## src/rtl/uart_pkg.sv

```systemverilog
// Shared constants for the UART transmit arbiter slice.
// State encodings and transmitter handshake limits.
package uart_pkg;

   localparam int UART_BYTE_W   = 8;
   localparam int BUSY_SEEN_MAX = 4;
   localparam int BUSY_CNT_W    = $clog2(BUSY_SEEN_MAX);

   localparam logic [2:0] IDLE      = 3'd0;
   localparam logic [2:0] ISSUE     = 3'd1;
   localparam logic [2:0] WAIT_BUSY = 3'd2;
   localparam logic [2:0] WAIT_DONE = 3'd3;
   localparam logic [2:0] HOLD      = 3'd4;

endpackage

```

## src/rtl/uart_rr_pick.sv

```systemverilog
// Combinational round-robin picker.
// Searches upward from rr_last+1 with wrap.
module uart_rr_pick #(
   parameter int N_REQ = 4,
   parameter int ID_W  = $clog2(N_REQ)
) (
   input  logic [N_REQ-1:0] req,
   input  logic [ID_W-1:0]  rr_last,
   output logic [N_REQ-1:0] win_oh,
   output logic [ID_W-1:0]  win_id,
   output logic             any_req
);

   logic            found;
   logic [ID_W-1:0] idx;

   assign any_req = |req;

   always_comb begin
      win_oh = '0;
      win_id = '0;
      found  = 1'b0;
      idx    = '0;
      for (int k = 1; k <= N_REQ; k++) begin
         idx = ID_W'((int'(rr_last) + k) % N_REQ);
         if (!found && req[idx]) begin
            found       = 1'b1;
            win_oh[idx] = 1'b1;
            win_id      = idx;
         end
      end
   end

endmodule

```

## src/rtl/uart_tx_arbiter.sv

```systemverilog
// Packet-granular round-robin arbiter sharing one UART transmitter.
// An owner keeps the grant until its last byte or a hold timeout.
module uart_tx_arbiter
   import uart_pkg::*;
#(
   parameter int N_REQ        = 4,
   parameter int HOLD_TIMEOUT = 1024,
   parameter int ID_W         = $clog2(N_REQ)
) (
   input  logic                         clk,
   input  logic                         rst_n,
   input  logic [N_REQ-1:0]             req_valid,
   input  logic [UART_BYTE_W*N_REQ-1:0] req_data,
   input  logic [N_REQ-1:0]             req_last,
   output logic [N_REQ-1:0]             req_ready,
   output logic                         tx_start,
   output logic [UART_BYTE_W-1:0]       tx_data,
   input  logic                         tx_busy,
   output logic [N_REQ-1:0]             grant,
   output logic [ID_W-1:0]              grant_id,
   output logic                         timeout_err
);

   localparam int HC_W = $clog2(HOLD_TIMEOUT);

   logic [2:0]             state;
   logic [ID_W-1:0]        rr_last;
   logic                   last_q;
   logic [HC_W-1:0]        hold_cnt;
   logic [BUSY_CNT_W-1:0]  wait_cnt;
   logic [N_REQ-1:0]       win_oh;
   logic [ID_W-1:0]        win_id;
   logic                   any_req;
   logic                   byte_done;
   logic                   own_valid;
   logic [UART_BYTE_W-1:0] req_bytes [N_REQ];

   for (genvar i = 0; i < N_REQ; i++) begin : g_bytes
      assign req_bytes[i] = req_data[UART_BYTE_W*i +: UART_BYTE_W];
   end

   uart_rr_pick #(
      .N_REQ (N_REQ),
      .ID_W  (ID_W)
   ) u_pick (
      .req     (req_valid),
      .rr_last (rr_last),
      .win_oh  (win_oh),
      .win_id  (win_id),
      .any_req (any_req)
   );

   assign own_valid = |(req_valid & grant);

   // A missing busy response is treated as a completed byte.
   assign byte_done = !tx_busy &&
      ((state == WAIT_DONE) ||
       (state == WAIT_BUSY &&
        wait_cnt == BUSY_CNT_W'(BUSY_SEEN_MAX - 1)));

   always_ff @(posedge clk or negedge rst_n) begin
      if (!rst_n) begin
         state       <= IDLE;
         rr_last     <= ID_W'(N_REQ - 1);
         grant       <= '0;
         grant_id    <= '0;
         tx_data     <= '0;
         tx_start    <= 1'b0;
         req_ready   <= '0;
         timeout_err <= 1'b0;
         last_q      <= 1'b0;
         hold_cnt    <= '0;
         wait_cnt    <= '0;
      end else begin
         tx_start    <= 1'b0;
         req_ready   <= '0;
         timeout_err <= 1'b0;
         case (state)
            IDLE: begin
               if (any_req && !tx_busy) begin
                  grant     <= win_oh;
                  grant_id  <= win_id;
                  tx_data   <= req_bytes[win_id];
                  last_q    <= req_last[win_id];
                  tx_start  <= 1'b1;
                  req_ready <= win_oh;
                  state     <= ISSUE;
               end
            end
            ISSUE: begin
               wait_cnt <= '0;
               state    <= WAIT_BUSY;
            end
            WAIT_BUSY: begin
               if (tx_busy) state <= WAIT_DONE;
               else wait_cnt <= wait_cnt + 1'b1;
            end
            WAIT_DONE: ;
            HOLD: begin
               if (own_valid && !tx_busy) begin
                  tx_data   <= req_bytes[grant_id];
                  last_q    <= req_last[grant_id];
                  tx_start  <= 1'b1;
                  req_ready <= grant;
                  hold_cnt  <= '0;
                  state     <= ISSUE;
               end else if (hold_cnt == HC_W'(HOLD_TIMEOUT - 1)) begin
                  timeout_err <= 1'b1;
                  grant       <= '0;
                  rr_last     <= grant_id;
                  state       <= IDLE;
               end else begin
                  hold_cnt <= hold_cnt + 1'b1;
               end
            end
            default: begin
               grant <= '0;
               state <= IDLE;
            end
         endcase
         if (byte_done) begin
            if (last_q) begin
               grant   <= '0;
               rr_last <= grant_id;
               state   <= IDLE;
            end else begin
               hold_cnt <= '0;
               state    <= HOLD;
            end
         end
      end
   end

endmodule
```

## config.mk

```make
export PLATFORM = sky130hd
export DESIGN_NAME = uart_tx_arbiter
export DESIGN_NICKNAME = d
export VERILOG_FILES = /design/src/rtl/uart_pkg.sv /design/src/rtl/uart_rr_pick.sv /design/src/rtl/uart_tx_arbiter.sv
export SDC_FILE = /design/constraint.sdc
export NUM_CORES = 1
export LEC_CHECK = 0
export BUFFER_PORTS_ARGS = -buffer_cell sky130_fd_sc_hd__buf_2
export CORE_ASPECT_RATIO = 0.6
export CORE_MARGIN = 4
export CORE_UTILIZATION = 60
export CTS_BUF_LIST = sky130_fd_sc_hd__clkbuf_8
export DETAILED_ROUTE_END_ITERATION = 10
export PLACE_DENSITY = 0.93
export SYNTH_ARGS = -nofsm -noshare
export SYNTH_HDL_FRONTEND = slang
export SYNTH_SLANG_ARGS = --single-unit
```

## constraint.sdc

```tcl
create_clock -name clk -period 7.93 [get_ports clk]
set_input_delay 0.793 -clock clk [delete_from_list [all_inputs] [get_ports clk]]
set_output_delay 0.793 -clock clk [all_outputs]
set_load 0.03 [all_outputs]
```

* Yosys cells after proc, flatten, opt, wreduce, memory -nomap -nowiden
Cells that the tools add are included.
** Word-level totals
- Bits in registers :: 38
- Bits in latches :: 0
- Memory bits (writable) :: 0
- Memory bits (read-only) :: 0
- Bits of input ports :: 43
- Output and inout bits :: 20
- Word-level logic and storage cells :: 151
- Memories kept :: 0
** Cells by class
- Add/sub/neg operators :: 6
- $mul :: 0
- Divide/modulo/power cells :: 0
- Order comparisons :: 12
- Eq/ne operators :: 13
- Shifts and indexed selects :: 0
- Mux-type cells :: 77
- Bitwise operators :: 6
- Reduce and logical (&&, ||, !) cells :: 26
** Operator list (number)
- two-way mux 10 bit :: 5
- two-way mux 8 bit :: 6
- two-way mux 4 bit :: 11
- binary-select mux 8 bit (select 2 bit) :: 2
- two-way mux 1 bit :: 20
- two-way mux 2 bit :: 10
- < comparator 2 x 3 -> 1 bit, second input constant :: 6
- two-way mux 3 bit :: 6
- case mux 8 bit (2 select lines) :: 1
- case mux 3 bit (5 select lines) :: 1
- binary-select mux 1 bit (select 2 bit) :: 6
- OR 4 bit :: 3
- case mux 4 bit (3 select lines) :: 1
- logical AND 1 bit :: 11
- adder 10 x 1 -> 10 bit, second input constant :: 1
- equality test 10 bit, second input constant :: 1
- demux 1 bit (select 2 bit) :: 4
- greater-or-equal comparator 2 x 1 -> 1 bit, second input constant :: 4
- != test 2 bit, second input constant :: 4
- case mux 4 bit (2 select lines) :: 1
- OR reduction 4 bit :: 2
- adder 2 x 1 -> 2 bit, second input constant :: 3
- equality test 3 x 2 -> 1 bit, second input constant :: 2
- greater-or-equal comparator 3 bit, second input constant :: 2
- 18 further kinds :: 27

* Depth between registers and ports, before layout
- Word-level depth :: 19
- Depth in mapped cells :: 12

* Modules after synthesis
From an unflattened synthesis, not the netlist that was laid out.
** Second synthesis, totals
- Cell total of the unflattened synthesis :: 265
- Area total of the unflattened synthesis :: 2966.6 um2
** Modules (own cells, without submodules)
- uart_tx_arbiter :: times used 1, cells each 183, area an instance 2336.0 um2, seq. area each 953.4 um2
- uart_rr_pick :: times used 1, cells each 82, area an instance 630.6 um2, seq. area each 0.0 um2

* Worst setup path after synthesis
Ideal clock, no wire load.
- Kind :: register to register
- Start :: register rr_last[0]
- End :: register last_q
- Library setup time :: 0.140 ns
- Arrival time :: 3.046 ns
- Data required time :: 7.790 ns
- Path slack :: 4.743 ns
- Stages on the path, launching flop included :: 13
- Clock period less this slack :: 3.187 ns
- Path through :: dfstp_2 -> buf_6 -> inv_1 -> ha_1 -> clkbuf_1 -> mux4_2 -> nand2b_4 -> a2111o_1 -> and2_4 -> buf_6 -> buf_6 -> a211oi_2 -> a211oi_1
** On the way
- Longest elaborated chain between the ends :: 17
- Elaborated cells between the ends (all ways) :: 29
- Those cells by class :: 4 x add/sub; 19 x mux; 6 x reduce/logical
** Ends and longest elaborated chain
- start: declaration :: RTL line uart_tx_arbiter.sv:27 : logic [ID_W-1:0] rr_last;
- start signal: assignment :: RTL line uart_tx_arbiter.sv:64 : rr_last <= ID_W'(N_REQ - 1);
- start signal: assignment :: RTL line uart_tx_arbiter.sv:110 : rr_last <= grant_id;
- start signal: assignment :: RTL line uart_tx_arbiter.sv:124 : rr_last <= grant_id;
- adder 2 x 1 -> 2 bit :: RTL line uart_rr_pick.sv:25 : idx = ID_W'((int'(rr_last) + k) % N_REQ);
- binary-select mux 1 bit (select 2 bit) :: RTL line uart_rr_pick.sv:26 : if (!found && req[idx]) begin
- two-way mux 1 bit (implied by the code) :: RTL line uart_rr_pick.sv:26
- two-way mux 1 bit :: RTL line uart_rr_pick.sv:26
- zero test 1 bit :: RTL line uart_rr_pick.sv:26
- logical AND 1 bit :: RTL line uart_rr_pick.sv:26
- two-way mux 1 bit :: RTL line uart_rr_pick.sv:26
- zero test 1 bit :: RTL line uart_rr_pick.sv:26
- logical AND 1 bit :: RTL line uart_rr_pick.sv:26
- two-way mux 1 bit :: RTL line uart_rr_pick.sv:26
- zero test 1 bit :: RTL line uart_rr_pick.sv:26
- logical AND 1 bit :: RTL line uart_rr_pick.sv:26
- two-way mux 2 bit (*) :: RTL line uart_rr_pick.sv:26
- binary-select mux 1 bit (select 2 bit) (*) :: RTL line uart_tx_arbiter.sv:84 : last_q <= req_last[win_id];
- two-way mux 1 bit (implied by the code) (*) :: RTL line uart_tx_arbiter.sv:84
- two-way mux 1 bit (*) :: RTL line uart_tx_arbiter.sv:80 : if (any_req && !tx_busy) begin
- case mux 1 bit (2 select lines) (*) :: RTL line uart_tx_arbiter.sv:78 : case (state)
- end signal: assignment :: RTL line uart_tx_arbiter.sv:84
- end signal: assignment :: RTL line uart_tx_arbiter.sv:102 : last_q <= req_last[grant_id];
- end: declaration :: RTL line uart_tx_arbiter.sv:28 : logic last_q;
Every way passes the cells marked *; elsewhere a longest branch is shown, timed or not. The select of a mux whose other input is x is not followed.
A chain may end at the register's enable or synchronous reset.

* Final worst setup path
- Start :: register rr_last[0]
- End :: register tx_data[2]
** On the way
- Longest elaborated chain between the ends :: 19
- Elaborated cells between the ends (all ways) :: 31
- Those cells by class :: 4 x add/sub; 20 x mux; 1 x bitwise; 6 x reduce/logical
** Ends and longest elaborated chain
- adder 2 x 1 -> 2 bit :: RTL line uart_rr_pick.sv:25
- binary-select mux 1 bit (select 2 bit) :: RTL line uart_rr_pick.sv:26
- two-way mux 1 bit (implied by the code) :: RTL line uart_rr_pick.sv:26
- two-way mux 1 bit :: RTL line uart_rr_pick.sv:26
- zero test 1 bit :: RTL line uart_rr_pick.sv:26
- logical AND 1 bit :: RTL line uart_rr_pick.sv:26
- two-way mux 1 bit :: RTL line uart_rr_pick.sv:26
- zero test 1 bit :: RTL line uart_rr_pick.sv:26
- [2 not listed]
- zero test 1 bit :: RTL line uart_rr_pick.sv:26
- logical AND 1 bit :: RTL line uart_rr_pick.sv:26
- two-way mux 2 bit (*) :: RTL line uart_rr_pick.sv:26
- inverter 2 -> 3 bit (implied by the code) (*) :: RTL line uart_tx_arbiter.sv:83 : tx_data <= req_bytes[win_id];
- binary-select mux 8 bit (select 2 bit) (*) :: RTL line uart_tx_arbiter.sv:83
- two-way mux 8 bit (implied by the code) (*) (2 in series) :: RTL line uart_tx_arbiter.sv:83
- two-way mux 8 bit (*) :: RTL line uart_tx_arbiter.sv:80
- case mux 8 bit (2 select lines) (*) :: RTL line uart_tx_arbiter.sv:78
- end signal: assignment :: RTL line uart_tx_arbiter.sv:83
- end signal: assignment :: RTL line uart_tx_arbiter.sv:101 : tx_data <= req_bytes[grant_id];
- end: declaration :: RTL line uart_tx_arbiter.sv:17 : output logic [UART_BYTE_W-1:0] tx_data,
Marks and branches as above.

==> results_tabular.tex <==
\begin{tabular}{lr}
\hline
Metric & Value \\
\hline
\multicolumn{2}{l}{\textbf{Status}} \\
\quad Outcome & complete, no violations \\
\multicolumn{2}{l}{\textbf{GRT}} \\
\quad GRT Util Overall & 0.258 \\
\quad Antenna violations before repair & 0 \\
\quad Largest net degree at the start of global routing & 39 \\
\quad Wire length of the first global-routing pass & between 10000 and 15000 µm \\
\quad Via count of the first global-routing pass & 2621 \\
\quad Global route overflow & 0 \\
\multicolumn{2}{l}{\textbf{Cells and area}} \\
\quad Antenna diode instance count & 0 \\
\quad Fill cell count & 353 \\
\quad Net total in the final layout & 416 \\
\quad Share of layout cells above drive strength 1 & 0.283 \\
\quad Area delta synth->final & 13.4\% \\
\multicolumn{2}{l}{\textbf{STA}} \\
\quad Minimum clock period after layout & approximately 3.4 ns \\
\quad Period utilization & 0.429 \\
\quad Worst setup margin & around 4.5 ns \\
\quad Final-report setup violation count & 0 \\
\quad Max Freq & 294 MHz \\
\quad Final Skew & 0.00644 ns \\
\quad Accumulated negative setup slack & 0 ns \\
\quad Worst slew margin & 0.304 \\
\quad Final hold viol count & 0 \\
\quad Slew Limit Fails & 0 \\
\quad Transition time of the tightest slew-check pin & 1.04 ns \\
\quad Unrepaired setup endpoints after global routing & false \\
\multicolumn{2}{l}{\textbf{Logic synthesis}} \\
\quad Simple-Gate Fraction of Synth Area & 0.176 \\
\quad Syn Inst Count & 313 \\
\quad Synthesized area per cell & 9.25 µm² \\
\quad Combined area of all synthesized cells & between 0.002 and 0.003 mm² \\
\quad Share of the synthesized area in compound gates (AO/OA/AOI/OAI) & 0.238 \\
\quad Count of different cell masters after synthesis & 50 \\
\quad Xor/xnor cell area share of the yosys netlist & 0.0181 \\
\quad Leading cell types by total area after synthesis & sky130\_fd\_sc\_hd\_\_dfrtp\_1 (31\%), sky130\_fd\_sc\_hd\_\_mux4\_2 (10\%), sky130\_fd\_sc\_hd\_\_o21ai\_0 (5.4\%) \\
\quad Number of synthesized register bits & 38 \\
\quad Proportion of netlist area held by the largest area contributor & 0.311 \\
\quad Post-synthesis mux area share & 0.150 \\
\quad Main combinational cell family by area after synthesis & compound AO/OA/AOI/OAI gates \\
\quad Adder-cell share of the synthesized area & 0.0432 \\
\quad Sequential share of the synthesized area & 0.329 \\
\quad Synth async-reset ratio & 1.00 \\
\quad Count of flip-flops with a built-in enable after synthesis & 0 \\
\quad Net count of the mapped netlist & approximately 370 \\
\quad Top cell type by total area after synthesis & sky130\_fd\_sc\_hd\_\_dfrtp\_1 \\
\quad Predominant post-synthesis flop cell & sky130\_fd\_sc\_hd\_\_dfrtp\_1 \\
\quad Syn. warnings & 0 \\
\multicolumn{2}{l}{\textbf{CTS}} \\
\quad Setup Buffers After CTS & 0 \\
\quad Cell chosen for the clock root & sky130\_fd\_sc\_hd\_\_clkbuf\_8 \\
\quad Longest Clk Path Bufs & 2 \\
\quad Total number of H-tree levels & 2 \\
\quad CTS hold repair buffers & 0 \\
\quad Clock-pin slew reported for the worst setup and hold paths after clock tree synthesis & 0.08 ns \\
\quad Total clock buffers created by CTS & 5 \\
\quad \# clock sinks & 38 \\
\quad CTS tree & built \\
\quad Skew-Pair Late Insertion Delay & 0.30 ns \\
\quad Post\_cts resized & 0 \\
\multicolumn{2}{l}{\textbf{Placed design}} \\
\quad Placement-stage worst setup slack & 4.58 ns \\
\quad Port Buffers & 62 \\
\quad Final weighted congestion of routability-driven global placement & 0.919 \\
\quad HPWL after DPL & approximately 5500 µm \\
\multicolumn{2}{l}{\textbf{Critical path}} \\
\quad Dominant delay contributor by cell family on the critical path & compound AO/OA/AOI/OAI gates \\
\quad Arrival time worst endpoint & around 3.6 ns \\
\quad CP Buf/Inv Count & 1 \\
\quad Critical-path maximum fanout & 19 \\
\quad Crit path cell chain & inv\_1 > ha\_1 > mux4\_2 > nand2b\_4 > a2111o\_1 > and2\_4 > mux2i\_1 > a211oi\_1 \\
\quad Required arrival time at the worst endpoint & 8.14 ns \\
\quad Worst Setup Start Kind & register \\
\quad Capturing element type of the critical path & register \\
\quad Critical path class & reg2reg \\
\quad Worst stage delay on the critical path & roughly 0.73 ns \\
\quad Standard cell with the maximum stage delay on the critical path & sky130\_fd\_sc\_hd\_\_dfstp\_2 \\
\multicolumn{2}{l}{\textbf{Route}} \\
\quad Wirelength, routed & approximately 7600 µm \\
\quad Average detailed-routed wire length per instance & 17.8 µm \\
\quad Vias per std cell & 6.36 \\
\quad Drt initial violations & between 300 and 400 \\
\quad Via count & 2715 \\
\quad Remaining number of nets flagged by the antenna check after routing & 0 \\
\quad Drt pass-1 iters & 6 \\
\quad Post-route DRC violation count & 0 \\
\multicolumn{2}{l}{\textbf{Hold path}} \\
\quad Worst hold-check path type & reg2reg \\
\multicolumn{2}{l}{\textbf{Floorplanning}} \\
\quad I/O Pins & between 60 and 70 \\
\quad Die height & 61.8 µm \\
\quad Number of core rows & 19 \\
\quad Core Area & 0.00461 mm² \\
\quad Starting Density & 0.628 \\
\quad Area of the die & 0.00604 mm² \\
\quad Horizontal extent of the die & 97.7 µm \\
\multicolumn{2}{l}{\textbf{Pwr}} \\
\quad Pwr dens & 393 mW/mm² \\
\quad Leak pwr & 1.46 nW \\
\quad Largest vdd supply drop & 0.264 mV \\
\multicolumn{2}{l}{\textbf{Flow run}} \\
\quad Number of max-cap violations & 0 \\
\hline
\end{tabular}
## cells in the final DEF, fill, tap and decap left out, types with 4 or more instances in the layout
cell type / count
sky130_fd_sc_hd__nor3_1: 15
sky130_fd_sc_hd__nor2_1: 35
sky130_fd_sc_hd__clkbuf_8: 6
sky130_fd_sc_hd__nand2_1: 23
sky130_fd_sc_hd__a21oi_1: 15
sky130_fd_sc_hd__a211oi_1: 9
sky130_fd_sc_hd__xor2_1: 4
sky130_fd_sc_hd__buf_2: 62
sky130_fd_sc_hd__a22oi_1: 6
sky130_fd_sc_hd__a21boi_0: 9
sky130_fd_sc_hd__mux4_2: 13
sky130_fd_sc_hd__a22o_1: 4
sky130_fd_sc_hd__ha_1: 10
sky130_fd_sc_hd__dfrtp_1: 36
sky130_fd_sc_hd__o21ai_0: 31
sky130_fd_sc_hd__inv_1: 9
sky130_fd_sc_hd__a211oi_2: 9
sky130_fd_sc_hd__mux2i_1: 12
sky130_fd_sc_hd__and2_1: 6
## final timing paths
| kind | startpoint | to | slack [ns] | cells after the start |
|---|---|---|---|---|
| setup / recovery | rr_last[0] | tx_data[2] | 4.53 | 8 |
| hold / removal | wait_cnt[1] | wait_cnt[1] | 0.54 | 2 |
| setup reg to reg | rr_last[0] | tx_data[2] | 4.53 | 8 |
| hold reg to reg | wait_cnt[1] | wait_cnt[1] | 0.54 | 2 |
| max in group asynchronous | rst_n | wait_cnt[0] | 6.81 | 1 |
| min in group asynchronous | rst_n | state[1] | 0.60 | 1 |
## cell type report
class,count,area (µm²),share of cell area
flip-flops and latches,38,953,0.290
multi-input cells,247,1810,0.552
clock inverters,2,12.5,0.00381
clock buffers,6,82.6,0.0251
inverters,9,33.8,0.0103
repair buffers,62,310,0.0944
well taps,63,78.8,0.0240
## registers in the layout, summed over array words and instances, names as in the netlist
name,cells
grant,4
tx_start,1
grant_id,2
rr_last,2
hold_cnt,10
wait_cnt,2
req_ready,4
state,3
last_q,1
timeout_err,1
tx_data,8
## synthesized netlist by cell type, types with 9 or more instances
library cell               count
sky130_fd_sc_hd__a211oi_1      9
sky130_fd_sc_hd__nor2_1       35
sky130_fd_sc_hd__inv_1         9
sky130_fd_sc_hd__mux2i_1      12
sky130_fd_sc_hd__nor3_1       15
sky130_fd_sc_hd__nand2_1      23
sky130_fd_sc_hd__o21ai_0      31
sky130_fd_sc_hd__a21boi_0      9
sky130_fd_sc_hd__ha_1         10
sky130_fd_sc_hd__clkbuf_1     13
sky130_fd_sc_hd__mux4_2       13
sky130_fd_sc_hd__a211oi_2      9
sky130_fd_sc_hd__a21oi_1      15
sky130_fd_sc_hd__dfrtp_1      36
## per-stage QoR
step / instance area (µm²) / util / instances / hold slack, ns / power, mW
global placement: 3190 / 0.692 / 419 / 0.502 / 1.09
floorplan: 2900 / - / 313 / 0.473 / 0.978
global route: 3290 / 0.712 / 427 / 0.577 / 1.38
finish: 3290 / 0.712 / 427 / 0.537 / 1.29
detailed placement: 3190 / 0.692 / 419 / 0.513 / 1.13
CTS: 3290 / 0.712 / 427 / 0.531 / 1.28
## worst reg2reg max path, delay by kind of cell, from the launching register on
family / cells / cell delay, ns
compound gates: 2 / 0.82
flops: 1 / 0.73
mux: 2 / 0.57
fa+ha+maj: 1 / 0.46
simple gates: 2 / 0.51
buf+inv: 1 / 0.22
## cells by family after synthesis
family	after synthesis
muxes	27
buffers and inverters	28
and+or+nand+nor	105
adders and majority gates	10
xor gates and xnor gates	6
AOI/OAI and AO/OA	99
DFF	38
## routing by layer
| layer | track usage | vias to the layer above | part of all wire |
|---|---|---|---|
| met2 | 0.420 | 142 | 0.45 |
| met4 | 0.0966 | 0 | 0.015 |
| met5 | 0 | - | 0 |
| met3 | 0.0513 | 11 | 0.085 |
| li1 | - | 1257 | - |
| met1 | 0.353 | 1305 | 0.45 |
## power breakdown
part | internal, mW | leakage [nW] | switching (mW) | total [mW]
Clock | 0.0700 | 0.0472 | 0.0749 | 0.145
Combinational | 0.300 | 0.929 | 0.453 | 0.753
Sequential | 0.273 | 0.486 | 0.121 | 0.393
No activity file was read; power rests on OpenSTA's default activity.
